**src/rtl/lsb_mem_unit.sv**
```systemverilog
// Byte-serial load/store unit: splits byte/half/word accesses into single-byte memory port
// transactions, extends load data, and back-pressures stores into the I/O region.
module lsb_mem_unit #(
    parameter logic [31:0] IO_BASE = 32'h0003_0000
) (
    input  logic        clk_in,
    input  logic        rst_in,
    input  logic        req_valid,
    output logic        req_ready,
    input  logic        req_wr,
    input  logic [1:0]  req_size,
    input  logic        req_signed,
    input  logic [31:0] req_addr,
    input  logic [31:0] req_wdata,
    input  logic        flush_in,
    input  logic        io_buffer_full,
    output logic        resp_valid,
    output logic [31:0] resp_data,
    output logic        lsb_en,
    output logic        lsb_wr,
    output logic [31:0] lsb_addr,
    output logic [7:0]  lsb_data,
    input  logic [7:0]  lsb_read_data
);

    typedef enum logic [1:0] {StIdle, StRead, StWrite, StResp} state_e;

    state_e      state_q;
    logic        alive_q;
    logic        signed_q;
    logic [1:0]  last_q;
    logic [1:0]  k_q;
    logic [1:0]  cap_q;
    logic        cap_vld_q;
    logic        en_q;
    logic        wr_q;
    logic [31:0] addr_q;
    logic [7:0]  data_q;
    logic [31:0] wdata_q;
    logic [31:0] rbuf_q;
    logic        resp_valid_q;
    logic [31:0] resp_data_q;

    logic        stall;
    logic [1:0]  k_next;
    logic [1:0]  req_last;
    logic [31:0] merged;
    logic [31:0] ext;

    // I/O back-pressure gates the port combinationally so a blocked byte is never issued.
    assign stall     = (state_q == StWrite) && (addr_q >= IO_BASE) && io_buffer_full;
    assign lsb_en    = en_q & ~stall;
    assign lsb_wr    = wr_q & lsb_en;
    assign lsb_addr  = addr_q;
    assign lsb_data  = data_q;
    assign req_ready = alive_q && (state_q == StIdle) && !flush_in;
    assign resp_valid = resp_valid_q;
    assign resp_data  = resp_data_q;
    assign k_next     = k_q + 2'd1;
    assign req_last   = (req_size == 2'd0) ? 2'd0 : (req_size == 2'd1) ? 2'd1 : 2'd3;

    always_comb begin
        merged = rbuf_q;
        merged[{cap_q, 3'b000} +: 8] = lsb_read_data;
        case (last_q)
            2'd0:    ext = {{24{signed_q & merged[7]}}, merged[7:0]};
            2'd1:    ext = {{16{signed_q & merged[15]}}, merged[15:0]};
            default: ext = merged;
        endcase
    end

    always_ff @(posedge clk_in or negedge rst_in) begin
        if (!rst_in) begin
            state_q      <= StIdle;
            alive_q      <= 1'b0;
            signed_q     <= 1'b0;
            last_q       <= 2'd0;
            k_q          <= 2'd0;
            cap_q        <= 2'd0;
            cap_vld_q    <= 1'b0;
            en_q         <= 1'b0;
            wr_q         <= 1'b0;
            addr_q       <= 32'd0;
            data_q       <= 8'd0;
            wdata_q      <= 32'd0;
            rbuf_q       <= 32'd0;
            resp_valid_q <= 1'b0;
            resp_data_q  <= 32'd0;
        end else begin
            alive_q      <= 1'b1;
            resp_valid_q <= 1'b0;
            unique case (state_q)
                StIdle: begin
                    if (req_valid && req_ready) begin
                        signed_q  <= req_signed;
                        last_q    <= req_last;
                        wdata_q   <= req_wdata;
                        addr_q    <= req_addr;
                        data_q    <= req_wdata[7:0];
                        k_q       <= 2'd0;
                        cap_vld_q <= 1'b0;
                        rbuf_q    <= 32'd0;
                        en_q      <= 1'b1;
                        wr_q      <= req_wr;
                        state_q   <= req_wr ? StWrite : StRead;
                    end
                end
                StRead: begin
                    if (flush_in) begin
                        state_q   <= StIdle;
                        en_q      <= 1'b0;
                        cap_vld_q <= 1'b0;
                        rbuf_q    <= 32'd0;
                    end else begin
                        // Capture trails issue by one cycle; cap_q names the lane now on the bus.
                        if (cap_vld_q) begin
                            rbuf_q <= merged;
                            if (cap_q == last_q) begin
                                state_q      <= StResp;
                                resp_valid_q <= 1'b1;
                                resp_data_q  <= ext;
                            end
                        end
                        cap_vld_q <= en_q;
                        cap_q     <= k_q;
                        if (en_q) begin
                            if (k_q == last_q) begin
                                en_q <= 1'b0;
                            end else begin
                                k_q    <= k_next;
                                addr_q <= addr_q + 32'd1;
                            end
                        end
                    end
                end
                StWrite: begin
                    if (!stall) begin
                        if (k_q == last_q) begin
                            en_q         <= 1'b0;
                            wr_q         <= 1'b0;
                            state_q      <= StResp;
                            resp_valid_q <= 1'b1;
                            resp_data_q  <= 32'd0;
                        end else begin
                            k_q    <= k_next;
                            addr_q <= addr_q + 32'd1;
                            data_q <= wdata_q[{k_next, 3'b000} +: 8];
                        end
                    end
                end
                StResp: begin
                    state_q <= StIdle;
                end
                default: begin
                    state_q <= StIdle;
                end
            endcase
        end
    end

endmodule

```
**config.mk**
```make
export PLATFORM = sky130hd
export DESIGN_NAME = lsb_mem_unit
export DESIGN_NICKNAME = d
export VERILOG_FILES = /design/src/rtl/lsb_mem_unit.sv
export SDC_FILE = /design/constraint.sdc
export NUM_CORES = 1
export LEC_CHECK = 0
export ABC_AREA = 1
export CAP_MARGIN = 10
export CORE_UTILIZATION = 51
export DETAILED_ROUTE_END_ITERATION = 6
export GPL_ROUTABILITY_DRIVEN = 0
export GPL_TIMING_DRIVEN = 1
export PLACE_DENSITY = 0.77
export SYNTH_ARGS = -nofsm -noshare
export SYNTH_HDL_FRONTEND = slang
export SYNTH_SLANG_ARGS = --single-unit
```
**constraint.sdc**
```tcl
create_clock -name clk_in -period 2.15 [get_ports clk_in]
set_input_delay 0.5375 -clock clk_in [delete_from_list [all_inputs] [get_ports clk_in]]
set_output_delay 0.5375 -clock clk_in [all_outputs]
set_load 0.03 [all_outputs]
```
Word-level counts from Yosys, hierarchy flattened --
Index checks and enable logic that the tools add are counted.
Storage, ports and cells: register bits 150, input port bits 81, logic and storage cells 124, output and inout bits 76
Operators by class: $add $sub $neg 3, reduce and logical (&&, ||, !) cells 23, muxes and demuxes 56, shift operators 3, bitwise gates (word level) 6, equal/unequal tests 17, $lt $le $gt $ge 1
Operators with widths (number):
- two-way mux 32 bit | 13
- one-hot mux 32 bit (2 select lines) | 3
- one-hot mux 32 bit (3 select lines) | 1
- adder 32 x 1 -> 32 bit, second input constant | 1
- bitwise mux 32 bit | 1
- greater-or-equal comparator 32 x 18 -> 1 bit, second input constant | 1
- variable shift 8 x 7 -> 32 bit, first input constant | 1
- indexed part select 32 x 6 -> 8 bit | 1
- indexed part select 8 x 7 -> 32 bit | 1
- two-way mux 2 bit | 14
- two-way mux 8 bit | 3
- one-hot mux 8 bit (2 select lines) | 1
- two-way mux 1 bit | 14
- inequality test 2 bit, second input constant | 6
- AND reduction 4 bit | 3
- AND reduction 5 bit | 2
- one-hot mux 2 bit (4 select lines) | 1
- negator 5 -> 7 bit | 1
- == test 2 x 1 -> 1 bit, second input constant | 3
- zero test 2 bit | 3
- inequality test 3 bit, second input constant | 2
- one-hot mux 1 bit (2 select lines) | 3
- one-hot mux 2 bit (3 select lines) | 1
- AND reduction 2 bit | 3
- other kinds (13) | 26

Logic depth before layout (Yosys ltp) --
depth in word-level cells 9, depth in mapped cells 13, depth with buffers taken out 10

Least setup slack after synthesis --
No wires, ideal clock.
path type reg2out, start point register addr_q[17] (netlist: lsb_addr[17]), end point output port lsb_en, buffers on the path 0, cell stages (with the launch flop) 8, slack 0.158 ns, arrival time 1.454 ns, required time 1.612 ns, cell sequence dfrtp_1 -> nand2_1 -> nand2_1 -> nor2_1 -> nand2_1 -> nand2_2 -> inv_1 -> nor2_1
On the way: cells in the longest elaborated chain, start to end 5
Ends and longest elaborated chain:
- start, declared | RTL line 37 | logic [31:0] addr_q;
- start signal, assigned | RTL line 98 | addr_q <= req_addr;
- start signal, assigned | RTL line 131 | addr_q <= addr_q + 32'd1;
- start signal, assigned | RTL line 146 | addr_q <= addr_q + 32'd1;
- greater-or-equal comparator 32 x 18 -> 1 bit | RTL line 51 | assign stall = (state_q == StWrite) && (addr_q >= IO_BASE) && io_buffer_full;
- logical AND 1 bit (2 in a row) | RTL line 51
- inverter 1 bit | RTL line 52 | assign lsb_en = en_q & ~stall;
- AND 1 bit | RTL line 52
- end, declared | RTL line 19 | output logic lsb_en,
No other way between the ends.

Worst setup path after layout --
start point register addr_q[16] (netlist: lsb_addr[16]), end point output port lsb_wr
On the way: cells in the longest elaborated chain, start to end 6
Ends and longest elaborated chain:
- greater-or-equal comparator 32 x 18 -> 1 bit | RTL line 51
- logical AND 1 bit (2 in a row) | RTL line 51
- inverter 1 bit | RTL line 52
- AND 1 bit | RTL line 52
- AND 1 bit | RTL line 53 | assign lsb_wr = wr_q & lsb_en;
- end, declared | RTL line 20 | output logic lsb_wr,
No other way between the ends.

==> Flow_metrics.wiki <==
{| class="wikitable"
! Metric !! Value
|-
| Number of fillers in the final layout || 1325
|-
| Die height || roughly 130 um
|-
| Arrival time at the worst endpoint || 1680 ps
|-
| Non-Filler Instances || 1603
|-
| Register cell area after layout || 0.00376 mm2
|-
| Leading cell types by count after synthesis || sky130_fd_sc_hd__nand2_1 (451), sky130_fd_sc_hd__dfrtp_1 (150), sky130_fd_sc_hd__nor2_1 (122)
|-
| Sw Share || 45.6%
|-
| Buffer type at the clock tree root || sky130_fd_sc_hd__clkbuf_16
|-
| Total inserted antenna cells || 0
|-
| Slack of the worst reg-to-reg path || 230 ps
|-
| Gate power share || 56.0%
|-
| Die footprint || 0.0172 mm2
|-
| Antenna violation net count after detailed routing || 0
|-
| Final Hold Vio Count || 1
|-
| IR Drop Worst-Case VDD || 993 uV
|-
| Register share of total power || 26.7%
|-
| Synthesis-to-layout area growth || 34.8%
|-
| Setup crit start kind || flop
|-
| Share of the yosys chip area belonging to registers || roughly 44%
|-
| Core area || 0.0161 mm2
|-
| Post-synthesis async set-or-reset flop share || 100%
|-
| TritonCTS clock tree || done
|-
| Htree depth || 4
|-
| Violations in the final reports || negative hold slack, negative setup slack
|-
| Vias per std cell || 5.37
|-
| Leakage power summed over all cells || 5.39 nW
|-
| Starting density of the core || 52.9%
|-
| Post-detailed-route wirelength per cell || 14.6 um
|-
| Number of distinct library cells after synthesis || 34
|-
| Worst hold margin || -5.84 ps
|-
| Hold/Removal Path Class || input port to asynchronous set/reset pin
|-
| Count of boundary I/O pins || 157
|-
| Max Slew Vio Count || 0
|-
| DRC violations left || 0
|-
| Share of the clock period used by the worst path after layout || 103%
|-
| Fraction of post-synthesis cell area in the top cell type by area || 44.0%
|-
| Number of core rows || 46
|-
| Critical setup path kind || flop to output pin
|-
| Total standard cell area after synthesis || ~0.0085 mm2
|-
| Synthesis-stage register bit count || 150
|-
| Net switching component of the power || 8.10 mW
|-
| Pre-CTS worst setup slack || -45.0 ps
|-
| Total clock sinks || 150
|-
| Biggest area consumer among synthesized cells || sky130_fd_sc_hd__dfrtp_1
|-
| Number of endpoints failing setup at the final stage || 2
|-
| Wire length of the first global-routing pass || 39.0 mm
|-
| Beginning of the worst register-to-register path || state_q[1]$_DFFE_PN0P_
|-
| Maximum fanout along the worst path || 3
|-
| Latest clock arrival within the worst-skew pair || 440 ps
|-
| Outcome || complete, but fails checks
|-
| Global routing usage summed across all routing layers || 28.2%
|-
| Fraction of layout instances using a drive strength above 1 || 13.2%
|-
| Pwr per Cell Area || 1550 mW/mm2
|-
| Clock skew || 11.7 ps
|-
| CTS Buffer Depth || 2
|-
| Primary flip-flop cell chosen by synthesis mapping || sky130_fd_sc_hd__dfrtp_1
|-
| Die width || 131 um
|-
| Placed cell count || 1556
|-
| Number of enable-type register cells in the synthesized netlist || 0
|-
| Final layout net count || 1466
|-
| Iteration-0 DRC count of the detailed router || 694
|-
| Number of buffers created by CTS || 17
|-
| Length in cells of the worst reg-to-reg path || 8
|-
| Count of buffers inserted at the top-level ports || 156
|-
| Global route overflow || 0
|-
| CP Data Required Time || about 1600 ps
|-
| HPWL Detailed || 16.8 mm
|-
| Clk slew on worst S/H paths || 60 ps
|-
| Number of optimization iterations in the first detailed-route pass || 5
|-
| Final routed wirelength across all metal layers || 23.3 mm
|-
| Vias || approximately 8600
|-
| Yosys synthesis warning count || 0
|-
| Setup TNS || -105 ps
|-
| Maximum clock frequency || 452 MHz
|-
| Post-Syn Nets || between 1000 and 1500
|-
| Average cell area after synthesis || 7.25 um2
|-
| R2r endpoint || rbuf_q[3]$_DFFE_PN0P_
|-
| Synthesized netlist cell count || 1176
|-
| Setup crit end kind || output pin
|-
| Clock power frac || 17.4%
|-
| Tmin final || 2210 ps
|-
| Synth area leaders || sky130_fd_sc_hd__dfrtp_1 (44%), sky130_fd_sc_hd__nand2_1 (20%), sky130_fd_sc_hd__nor2_1 (5.4%), sky130_fd_sc_hd__o21ai_0 (4.6%), sky130_fd_sc_hd__nand3_1 (4.1%)
|-
| Internal || about 9.7 mW
|-
| Maximum number of pins on one net before global-route repair || between 50 and 60
|-
| Max-cap check violation count || 0
|-
| Number of antenna violations at the first check in global routing || 0
|-
| RSZ-0062 raised after global routing || yes
|-
| Footprint of the multi-input gates || 0.00434 mm2
|-
| Min setup slack post-route || -62.5 ps
|-
| Top-count cell post-synth || sky130_fd_sc_hd__nand2_1
|-
| Number of global-route vias before repair || 7997
|-
| Finished Core Util || 71.3%
|}
-- state kept, by name (all words and copies together) (netlist names) --
| register | count |
|---|---|
| lsb_addr | 32 |
| rbuf_q | 32 |
| resp_data | 32 |
| wdata_q | 32 |
| lsb_data | 8 |
| cap_q | 2 |
| k_q | 2 |
| last_q | 2 |
| state_q | 2 |
| alive_q | 1 |
| cap_vld_q | 1 |
| en_q | 1 |
| resp_valid | 1 |
| signed_q | 1 |
| wr_q | 1 |
-- layout by cell type (no fill, tap or decap), drive strengths merged --
cell type / count
inv: 61
dfrtp: 150
dlymetal6s2s: 15
conb: 1
a31oi: 2
mux2: 25
buf: 80
nand4: 2
xnor2: 1
o21a: 1
nor3: 1
o211ai: 33
bufinv: 3
a21oi: 40
clkinvlp: 4
o21bai: 4
and3: 1
o21ai: 115
dlygate4sd2: 14
nand2: 456
ha: 11
clkinv: 6
or2: 4
clkbuf: 18
nand3b: 17
clkdlybuf4s50: 122
nand3: 70
nor2: 130
-- kinds of logic after synthesis --
| logic type | count (synthesis) | share of synthesized area [%] |
|---|---|---|
| and+or+nand+nor | 681 | 32.4 |
| AOI/OAI and AO/OA | 195 | 12.7 |
| DFF | 150 | 44.0 |
| buffers and inverters | 112 | 5.70 |
| muxes | 25 | 3.30 |
| adders and majority gates | 11 | 1.61 |
| other | 1 | 0.0440 |
| xor gates and xnor gates | 1 | 0.191 |
-- power by group through the flow --
stage               clock (mW)  combinational (mW)  sequential [mW]
floorplan                    0                5.18             5.77
global placement             0                9.49             4.78
detailed placement           0                9.70             4.80
CTS                       3.14                9.85             4.74
global route              3.26                11.0             4.88
finish                    3.09                9.95             4.74
-- metrics by stage --
step / power (mW) / instance area, um2
3_5_place_dp: 14.5 / 10700
3_3_place_gp: 14.3 / 10700
4_1_cts: 17.7 / 11400
5_1_grt: 19.1 / 11500
6_report: 17.8 / 11500
2_1_floorplan: 11.0 / 8520
-- repair_timing --
| action | in CTS | in global routing |
|---|---|---|
| gates resized for setup | 30 | 27 |
| hold buffers | 0 | 0 |
| pin swaps | 4 | 8 |
| buffers inserted | 8 | 7 |
| setup endpoints to repair | 17 | 18 |
-- worst max path at each step --
stage | startpoint | end | slack [ps] | depth (start not counted)
detailed placement | io_buffer_full | lsb_en | -40 | 7
finish | lsb_addr[16]$_DFFE_PN0P_ | lsb_wr | -60 | 7
global route | lsb_addr[19]$_DFFE_PN0P_ | lsb_wr | -160 | 7
global placement | io_buffer_full | lsb_en | -50 | 7
CTS | lsb_addr[20]$_DFFE_PN0P_ | lsb_en | -40 | 8
floorplan | lsb_addr[17]$_DFFE_PN0P_ | lsb_en | 160 | 7
-- routing by layer --
layer / GRT usage (%) / up-vias / share of wire, %
li1: - / 4210 / -
met1: 36.9 / 4043 / 43
met2: 45.8 / 311 / 49
met3: 6.13 / 52 / 6.2
met4: 10.8 / 0 / 2.4
met5: 0 / - / 0
-- worst max-delay path, stage by stage, from the launching register on --
cell                      delay, ps
sky130_fd_sc_hd__dfrtp_2        410
sky130_fd_sc_hd__nand2_2         90
sky130_fd_sc_hd__nand2_1         80
sky130_fd_sc_hd__nor2_2         150
sky130_fd_sc_hd__nand2_2         90
sky130_fd_sc_hd__nand2_2         90
sky130_fd_sc_hd__and3_4         210
sky130_fd_sc_hd__buf_6          130
-- area by class of cell --
type                       instances  area share (%)
inverter                          60            1.97
timing repair buffer             231            19.9
sequential                       150            32.7
multi-input combinational        914            37.8
clock inverter                    14            1.54
clock buffer                      18            3.74
tap                              216            2.35
(Power assumes the default switching activity.)
